File: src/rtl/branch_predictor_pkg.sv
// Shared types and constants for the fetch-stage BTB branch predictor.
// 2-bit direction counter encoding, reset/allocation states, default table size.
package branch_predictor_pkg;

    typedef enum logic [1:0] {
        SNT = 2'b00,
        WNT = 2'b01,
        WT  = 2'b10,
        ST  = 2'b11
    } bp_state_t;

    localparam bp_state_t BP_INIT_STATE      = WNT;
    localparam bp_state_t BP_ALLOC_STATE     = WT;
    localparam int        BP_DEFAULT_ENTRIES = 16;

endpackage

File: src/rtl/sat_counter_2b.sv
// Next-state function of a 2-bit saturating direction counter.
// Purely combinational, zero latency; no flow control.
module sat_counter_2b
    import branch_predictor_pkg::*;
(
    input  bp_state_t state_i,
    input  logic      taken_i,
    output bp_state_t state_o
);

    always_comb begin
        state_o = state_i;
        unique case (state_i)
            SNT: state_o = taken_i ? WNT : SNT;
            WNT: state_o = taken_i ? WT  : SNT;
            WT:  state_o = taken_i ? ST  : WNT;
            ST:  state_o = taken_i ? ST  : WT;
            default: state_o = BP_INIT_STATE;
        endcase
    end

endmodule

File: src/rtl/branch_predictor.sv
// Direct-mapped BTB with 2-bit counters: combinational lookup on PC_F, trained from Execute
// on the next rising edge; never stalls. BP_STATS_EN adds branch/mispredict counters.
module branch_predictor
    import branch_predictor_pkg::*;
#(
    parameter int BTB_ENTRIES = BP_DEFAULT_ENTRIES
) (
    input  logic        CLK,
    input  logic        RST,
    input  logic [31:0] PC_F,
    output logic        Predict_Taken_F,
    output logic [31:0] Predict_Target_F,
    input  logic        Branch_E,
    input  logic        Branch_Taken_E,
    input  logic [31:0] PC_E,
    input  logic [31:0] Target_E
`ifdef BP_STATS_EN
    ,
    output logic [31:0] Branch_Count,
    output logic [31:0] Mispredict_Count
`endif
);

    localparam int IDX_W = $clog2(BTB_ENTRIES);
    localparam int TAG_W = 30 - IDX_W;

    // Kept as flops (not RAM) so reset can clear every entry at once.
    logic [BTB_ENTRIES-1:0] valid_q, valid_d;
    logic [TAG_W-1:0]       tag_q    [BTB_ENTRIES];
    logic [TAG_W-1:0]       tag_d    [BTB_ENTRIES];
    logic [31:0]            target_q [BTB_ENTRIES];
    logic [31:0]            target_d [BTB_ENTRIES];
    bp_state_t              cnt_q    [BTB_ENTRIES];
    bp_state_t              cnt_d    [BTB_ENTRIES];

    logic [IDX_W-1:0] f_idx;
    logic [TAG_W-1:0] f_tag;
    logic             f_hit;

    logic [IDX_W-1:0] e_idx;
    logic [TAG_W-1:0] e_tag;
    logic             e_hit;
    bp_state_t        e_cnt;
    bp_state_t        e_cnt_next;

    logic unused_pc_lsbs;
    assign unused_pc_lsbs = ^{PC_F[1:0], PC_E[1:0]};

    assign f_idx = PC_F[IDX_W+1:2];
    assign f_tag = PC_F[31:IDX_W+2];
    assign f_hit = valid_q[f_idx] && (tag_q[f_idx] == f_tag);

    // Reads the pre-update table: a same-cycle write to this index shows up next cycle.
    assign Predict_Taken_F  = f_hit && cnt_q[f_idx][1];
    assign Predict_Target_F = f_hit ? target_q[f_idx] : 32'd0;

    assign e_idx = PC_E[IDX_W+1:2];
    assign e_tag = PC_E[31:IDX_W+2];
    assign e_hit = valid_q[e_idx] && (tag_q[e_idx] == e_tag);
    assign e_cnt = cnt_q[e_idx];

    sat_counter_2b u_sat (
        .state_i (e_cnt),
        .taken_i (Branch_Taken_E),
        .state_o (e_cnt_next)
    );

    always_comb begin
        valid_d  = valid_q;
        tag_d    = tag_q;
        target_d = target_q;
        cnt_d    = cnt_q;
        if (Branch_E) begin
            if (e_hit) begin
                cnt_d[e_idx] = e_cnt_next;
                // Refreshing the target on every taken hit tracks moving JALR targets.
                if (Branch_Taken_E) begin
                    target_d[e_idx] = Target_E;
                end
            end else if (Branch_Taken_E) begin
                valid_d[e_idx]  = 1'b1;
                tag_d[e_idx]    = e_tag;
                target_d[e_idx] = Target_E;
                cnt_d[e_idx]    = BP_ALLOC_STATE;
            end
        end
    end

    always_ff @(posedge CLK or posedge RST) begin
        if (RST) begin
            valid_q <= '0;
            for (int i = 0; i < BTB_ENTRIES; i++) begin
                tag_q[i]    <= '0;
                target_q[i] <= '0;
                cnt_q[i]    <= BP_INIT_STATE;
            end
        end else begin
            valid_q  <= valid_d;
            tag_q    <= tag_d;
            target_q <= target_d;
            cnt_q    <= cnt_d;
        end
    end

`ifdef BP_STATS_EN
    logic [31:0] branch_count_q, branch_count_d;
    logic [31:0] mispred_count_q, mispred_count_d;
    logic        e_pred;

    // What fetch would have predicted for this instruction, recomputed from the current table.
    assign e_pred = e_hit && e_cnt[1];

    always_comb begin
        branch_count_d  = branch_count_q;
        mispred_count_d = mispred_count_q;
        if (Branch_E) begin
            branch_count_d = branch_count_q + 32'd1;
            if (e_pred != Branch_Taken_E) begin
                mispred_count_d = mispred_count_q + 32'd1;
            end
        end
    end

    always_ff @(posedge CLK or posedge RST) begin
        if (RST) begin
            branch_count_q  <= '0;
            mispred_count_q <= '0;
        end else begin
            branch_count_q  <= branch_count_d;
            mispred_count_q <= mispred_count_d;
        end
    end

    assign Branch_Count     = branch_count_q;
    assign Mispredict_Count = mispred_count_q;
`endif

endmodule

File: config.mk
export PLATFORM = sky130hd
export DESIGN_NAME = branch_predictor
export DESIGN_NICKNAME = d
export VERILOG_FILES = /design/src/rtl/branch_predictor_pkg.sv /design/src/rtl/sat_counter_2b.sv /design/src/rtl/branch_predictor.sv
export SDC_FILE = /design/constraint.sdc
export NUM_CORES = 2
export LEC_CHECK = 0
export ABC_AREA = 0
export BUFFER_PORTS_ARGS = -buffer_cell sky130_fd_sc_hd__buf_2
export CORE_ASPECT_RATIO = 0.75
export CORE_MARGIN = 2
export CORE_UTILIZATION = 35
export CTS_CLUSTER_SIZE = 14
export DETAILED_ROUTE_END_ITERATION = 8
export SLEW_MARGIN = 20
export SYNTH_ARGS = -nofsm -noshare
export SYNTH_HDL_FRONTEND = slang
export SYNTH_SLANG_ARGS = --single-unit
File: constraint.sdc
create_clock -name CLK -period 37.3 [get_ports CLK]
set_clock_uncertainty 0.05 [all_clocks]
set_input_delay 3.73 -clock CLK [delete_from_list [all_inputs] [get_ports CLK]]
set_output_delay 3.73 -clock CLK [all_outputs]
set_load 0.01 [all_outputs]
Yosys cells after proc, flatten, opt, wreduce, memory -nomap -nowiden
Cells that the tools add are included.
{"block": "classes", "n_lt_le_gt_ge": 6, "eq_ne": 5, "n_mux": 38, "bitwise_logic": 7, "reduce_logical": 10}
{"op": "$bwmux 512", "count": 1}
{"op": "$bwmux 416", "count": 1}
{"op": "$bmux 26 s4", "count": 2}
{"op": "$mux 32", "count": 6}
{"op": "$mux 26", "count": 5}
{"op": "$bmux 32 s4", "count": 1}
{"op": "$demux 32 s4", "count": 1}
{"op": "$demux 26 s4", "count": 1}
{"op": "$eq 26x26->1", "count": 2}
{"op": "$bwmux 32", "count": 1}
{"op": "$or 16x16->16", "count": 2}
{"op": "$and 16x16->16", "count": 1}
{"op": "$bmux 2 s4", "count": 2}
{"op": "$not 16->16", "count": 1}
{"op": "$mux 2", "count": 7}
{"op": "$ge 5x5->1 const B", "count": 2}
{"op": "$lt 4x5->1 const B", "count": 2}
{"op": "$not 4->5", "count": 2}
{"op": "$bmux 1 s4", "count": 2}
{"op": "$demux 2 s4", "count": 1}
{"op": "$pmux 2 s4", "count": 1}
{"op": "$logic_and 1x1->1", "count": 5}
{"op": "$lt 5x1->1 const B", "count": 1}
{"op": "$mux 1", "count": 5}
{"op": "9 further kinds", "count": 11}
{"block": "totals", "register_bits": 976, "in_bits": 100}

Logic depth before layout (Yosys ltp)
{"block": "depth", "ltp_word": 9, "mapped_depth": 17, "ltp_nobuf": 9}

Modules after synthesis
A second synthesis with hierarchy kept.
{"block": "hier_totals", "hier_cells": 3414, "area_unflattened_um2": 49088.3}
{"module": "branch_predictor", "n_inst": 1, "cells_each": 3411, "area_each_um2": 49062.1, "seq_area_each_um2": 24443.4}
{"module": "sat_counter_2b", "n_inst": 1, "cells_each": 3, "area_each_um2": 26.3, "seq_area_each_um2": 0.0}

Least setup slack after synthesis
No wires, ideal clock.
{"block": "synth_path", "kind": "input to output", "start": "input port PC_F[2]", "end": "output port Predict_Target_F[10]", "arrival_ps": 6805, "setup_slack_ps": 26715, "path_stages": 10, "n_path_buf": 4, "path_cell_list": "clkbuf_1 > buf_2 > buf_1 > mux4_2 > mux4_2 > xor2_1 > nor4_1 > nand4_1 > clkbuf_1 > nor2b_1"}
{"block": "synth_between", "elab_chain_len": 7}
{"element": "start, declared", "line": "branch_predictor.sv:10", "rtl": "input logic [31:0] PC_F,"}
{"element": "$not 4->5 (implied by the code)", "line": "branch_predictor.sv:51, branch_predictor.sv:55"}
{"element": "$bmux 26 s4", "line": "branch_predictor.sv:51", "rtl": "assign f_hit = valid_q[f_idx] && (tag_q[f_idx] == f_tag);"}
{"element": "$mux 26 (implied by the code) (2 in a row)", "line": "branch_predictor.sv:51"}
{"element": "$eq 26x26->1", "line": "branch_predictor.sv:51"}
{"element": "$logic_and 1x1->1", "line": "branch_predictor.sv:51"}
{"element": "$mux 32 *", "line": "branch_predictor.sv:55", "rtl": "assign Predict_Target_F = f_hit ? target_q[f_idx] : 32'd0;"}
{"element": "end, declared", "line": "branch_predictor.sv:12", "rtl": "output logic [31:0] Predict_Target_F,"}
Mark *: on every way between the ends. The rest lies on a longest branch, timed or not. The select of a mux whose other input is x is not followed.

Final worst setup path
{"block": "layout_path", "start": "input port PC_F[3]", "end": "output port Predict_Target_F[12]"}
The elaborated chain is that of the path after synthesis.

==> results.sh <==
export IMPL_rows=119
export IMPL_grt_max_degree=177
export IMPL_antenna_found_initial=21
export IMPL_floorplan_die_area_um2=144000
export IMPL_critical_path_slowest_cell="buf_4"
export IMPL_yosysWarningCount=0
export IMPL_number_of_top_level_pins=133
export IMPL_worst_slew_pin_slew_ns=1.08
export IMPL_synthesis_instances=3263
export IMPL_timing_max_slew_rel_slack=0.272
export IMPL_worstPathMaxFanout=65
export IMPL_fillers=13000
export IMPL_synth_async_reset_ratio=1.00
export IMPL_max_cap_violations=0
export IMPL_floorplan_die_height_um=329
export IMPL_core_region_area_um2=140000
export IMPL_hold_path_class="flip-flop to flip-flop"
export IMPL_syn_avg_cell_area_um2=15.1
export IMPL_cellLeakagePower_nw=23.9
export IMPL_avgViaCountPerCell=5.53
export IMPL_final_setup_fails=0
export IMPL_post_drt_wl_per_cell_um=26.0
export IMPL_post_route_min_period_ns=13.00
export IMPL_floorplan_die_width_um=437
export IMPL_num_nets_final=3369
export IMPL_via_count=28900
export IMPL_post_cts_repair_setup_buffers=0
export IMPL_clk_root_buffer_cell="clkbuf_16"
export IMPL_yosys_register_bits=976
export IMPL_vdd_ir_drop_max_uv=35.9
export IMPL_grt_first_pass_wirelength_um=205000
export IMPL_gpl_final_weighted_congestion=0.812
export IMPL_clk_path_buf_depth=3
export IMPL_grt_pass1_vias=29600
export IMPL_yosys_cell_types_count=71
export IMPL_critical_path_buf_inv_count=5
export IMPL_holdBufCountCts=0
export IMPL_grt_use_total=0.189
export IMPL_final_hold_viol_count=0
export IMPL_worst_ep_required_time_ns=33.52
export IMPL_clk_transition_reported_paths_ns=0.06
export IMPL_final_min_period_over_clock_period=0.348
export IMPL_route_antenna_remaining_nets=0
export IMPL_initial_util=0.352
export IMPL_crit_path_start_kind="primary input"
export IMPL_number_of_synthesized_flops_with_an_enable_pin=0
export IMPL_syn_to_final_growth_pct=12.1
export IMPL_finish_utilization=0.394
export IMPL_clock_insertion_delay_worst_skew_ns=0.71
export IMPL_timing_critical_path_mode_cell="buf_4"
export IMPL_cts_buffers=106
export IMPL_worst_path_dominant_cell_family="buffers and inverters"
export IMPL_timing_worst_setup_path_type="primary input to output port"
export IMPL_cell_breakdown_of_the_critical_path="clkbuf_8, buf_4, buf_4, mux4_2, mux4_2, xnor2_1, nand4_1, nor4_1, nand4_1, buf_4, nor2b_1, buf_2"
export IMPL_cts_sinks=976
export IMPL_p_per_area_nw_per_um2=55.2
export IMPL_port_buffers=128
export IMPL_ctsHtreeMaxLevel=3
export IMPL_drive_gt1_frac=0.501
export IMPL_setup_total_negative_slack_ns=0
export IMPL_fmax_mhz=76.9
export IMPL_cts_tree="built"
export IMPL_synth_yosys_seq_area_share=0.497
export IMPL_timing_final_max_slew_violations=0
export IMPL_cp_end_kind="output port"
export IMPL_route_detailed_drc=0
export IMPL_residual_overflow_from_global_routing=0
export IMPL_mappedNetlistArea_um2=49200
export IMPL_count_of_cells_resized_by_post_cts_repair=0
export IMPL_critical_path_max_stage_delay_ns=0.76
export IMPL_outcome="finished clean"
export IMPL_syn_num_nets=3363
export IMPL_synth_flop_cell="dfrtp_1"
export IMPL_worst_ep_arrival_time_ns=9.22
export IMPL_route_final_wire_length_um=136000
export IMPL_drtIter0Drc=2329
export IMPL_unrepaired_setup_endpoints_after_global_routing="no"
export IMPL_dr_pass1_iters=5
export IMPL_dp_final_hpwl_um=75100
-- worst min-delay path: stages, from the launching register on --
cell and delay (ns):
dfrtp_1 0.34, nand2_1 0.05, nand2_1 0.05
-- where the power goes --
group          internal, W  leakage, nW  switching, W
registers          0.00126         12.4      0.000122
logic             0.000334         9.70      0.000217
clock network     0.000654         1.82      0.000456
total              0.00225         23.9      0.000794
-- stage by stage --
| step | area (um2) | std cells | total power (W) | worst slack, ns | hold slack, ns |
|---|---|---|---|---|---|
| 2_1_floorplan | 49200 | 3263 | 0.00181 | 6.09 | 0.391 |
| 3_3_place_gp | 51400 | 5034 | 0.00194 | 24.27 | 0.408 |
| 3_5_place_dp | 51400 | 5034 | 0.00195 | 24.33 | 0.411 |
| 4_1_cts | 55100 | 5230 | 0.00307 | 24.29 | 0.421 |
| 5_1_grt | 55200 | 5234 | 0.00318 | 24.09 | 0.440 |
| 6_report | 55200 | 5236 | 0.00305 | 24.30 | 0.420 |
-- sequential cells by signal, indices dropped and copies added (netlist names) --
register / cells
tag_q: 416
cnt_q: 32
valid_q: 16
target_q: 512
-- layer usage --
layer | global-route usage | vias to the layer above | share of wire | wire length [um]
li1 | - | 12300 | - | -
met1 | 0.276 | 15800 | 0.46 | 62900
met2 | 0.302 | 691 | 0.48 | 64600
met3 | 0.0245 | 193 | 0.042 | 5750
met4 | 0.0411 | 6 | 0.019 | 2600
met5 | 0 | - | 0.00034 | 46
-- kinds of logic after synthesis --
kind of cell,synth area share
AO/OA/AOI/OAI,0.0163
AND/OR/NAND/NOR,0.0449
buffers and inverters,0.0309
multiplexers,0.402
adder cells (fa/ha/maj),0.000407
XOR/XNOR,0.00837
flip-flops,0.497
-- layout by cell type, fill, tap and decap left out, drive strengths merged, types with 15 or more instances in the layout --
master  instances
a22oi          29
buf           193
clkbuf        153
clkinv         26
dfrtp         960
dfstp          16
inv            21
mux2          873
mux2i         131
mux4          375
nand2         243
nand2b         19
nand3          15
nor2           40
nor2b          44
nor4           18
o21ai          20
xnor2          25
xor2           22
-- final cells by class --
class	count	area [um2]	area share
Clock inverter	44	596	0.0108
Multi-Input combinational cell	1975	23400	0.424
Antenna cell	4	10.0	0.000181
Sequential cell	976	24400	0.443
Tap cell	1875	2350	0.0425
Clock buffer	152	3090	0.0560
Inverter	16	67.6	0.00122
Timing Repair Buffer	194	1250	0.0227
-- synth_stat cells (all sizes together) (5+ instances only) --
| cell | number | area share |
|---|---|---|
| a211o | 5 | 0.00089 |
| a211oi | 5 | 0.00086 |
| a21oi | 10 | 0.0010 |
| a22o | 5 | 0.00089 |
| a22oi | 29 | 0.0044 |
| and3 | 5 | 0.00064 |
| buf | 111 | 0.016 |
| clkbuf | 185 | 0.014 |
| dfrtp | 960 | 0.49 |
| dfstp | 16 | 0.0085 |
| inv | 15 | 0.0011 |
| mux2 | 873 | 0.20 |
| mux2i | 131 | 0.027 |
| mux4 | 375 | 0.17 |
| nand2 | 243 | 0.020 |
| nand2b | 19 | 0.0024 |
| nand3 | 15 | 0.0016 |
| nand4 | 12 | 0.0015 |
| nand4b | 5 | 0.00089 |
| nor2 | 40 | 0.0031 |
| nor2b | 44 | 0.0059 |
| nor3 | 8 | 0.00081 |
| nor4 | 18 | 0.0033 |
| nor4b | 7 | 0.0012 |
| o21ai | 20 | 0.0020 |
| o22ai | 6 | 0.00076 |
| xnor2 | 25 | 0.0044 |
| xor2 | 22 | 0.0039 |
-- path summary, 6_finish.rpt --
kind | slack, ns | end | from | cells after the start
setup / recovery | 24.30 | Predict_Target_F[12] | PC_F[3] | 12
hold / removal | 0.42 | target_q[408] | target_q[408] | 2
setup reg to reg | 31.46 | tag_q[56] | tag_q[195] | 9
hold reg to reg | 0.42 | target_q[408] | target_q[408] | 2
max in group asynchronous | 30.43 | target_q[373] | RST | 6
min in group asynchronous | 3.05 | target_q[36] | RST | 2
Note: power is estimated with default switching activity, not from simulation.
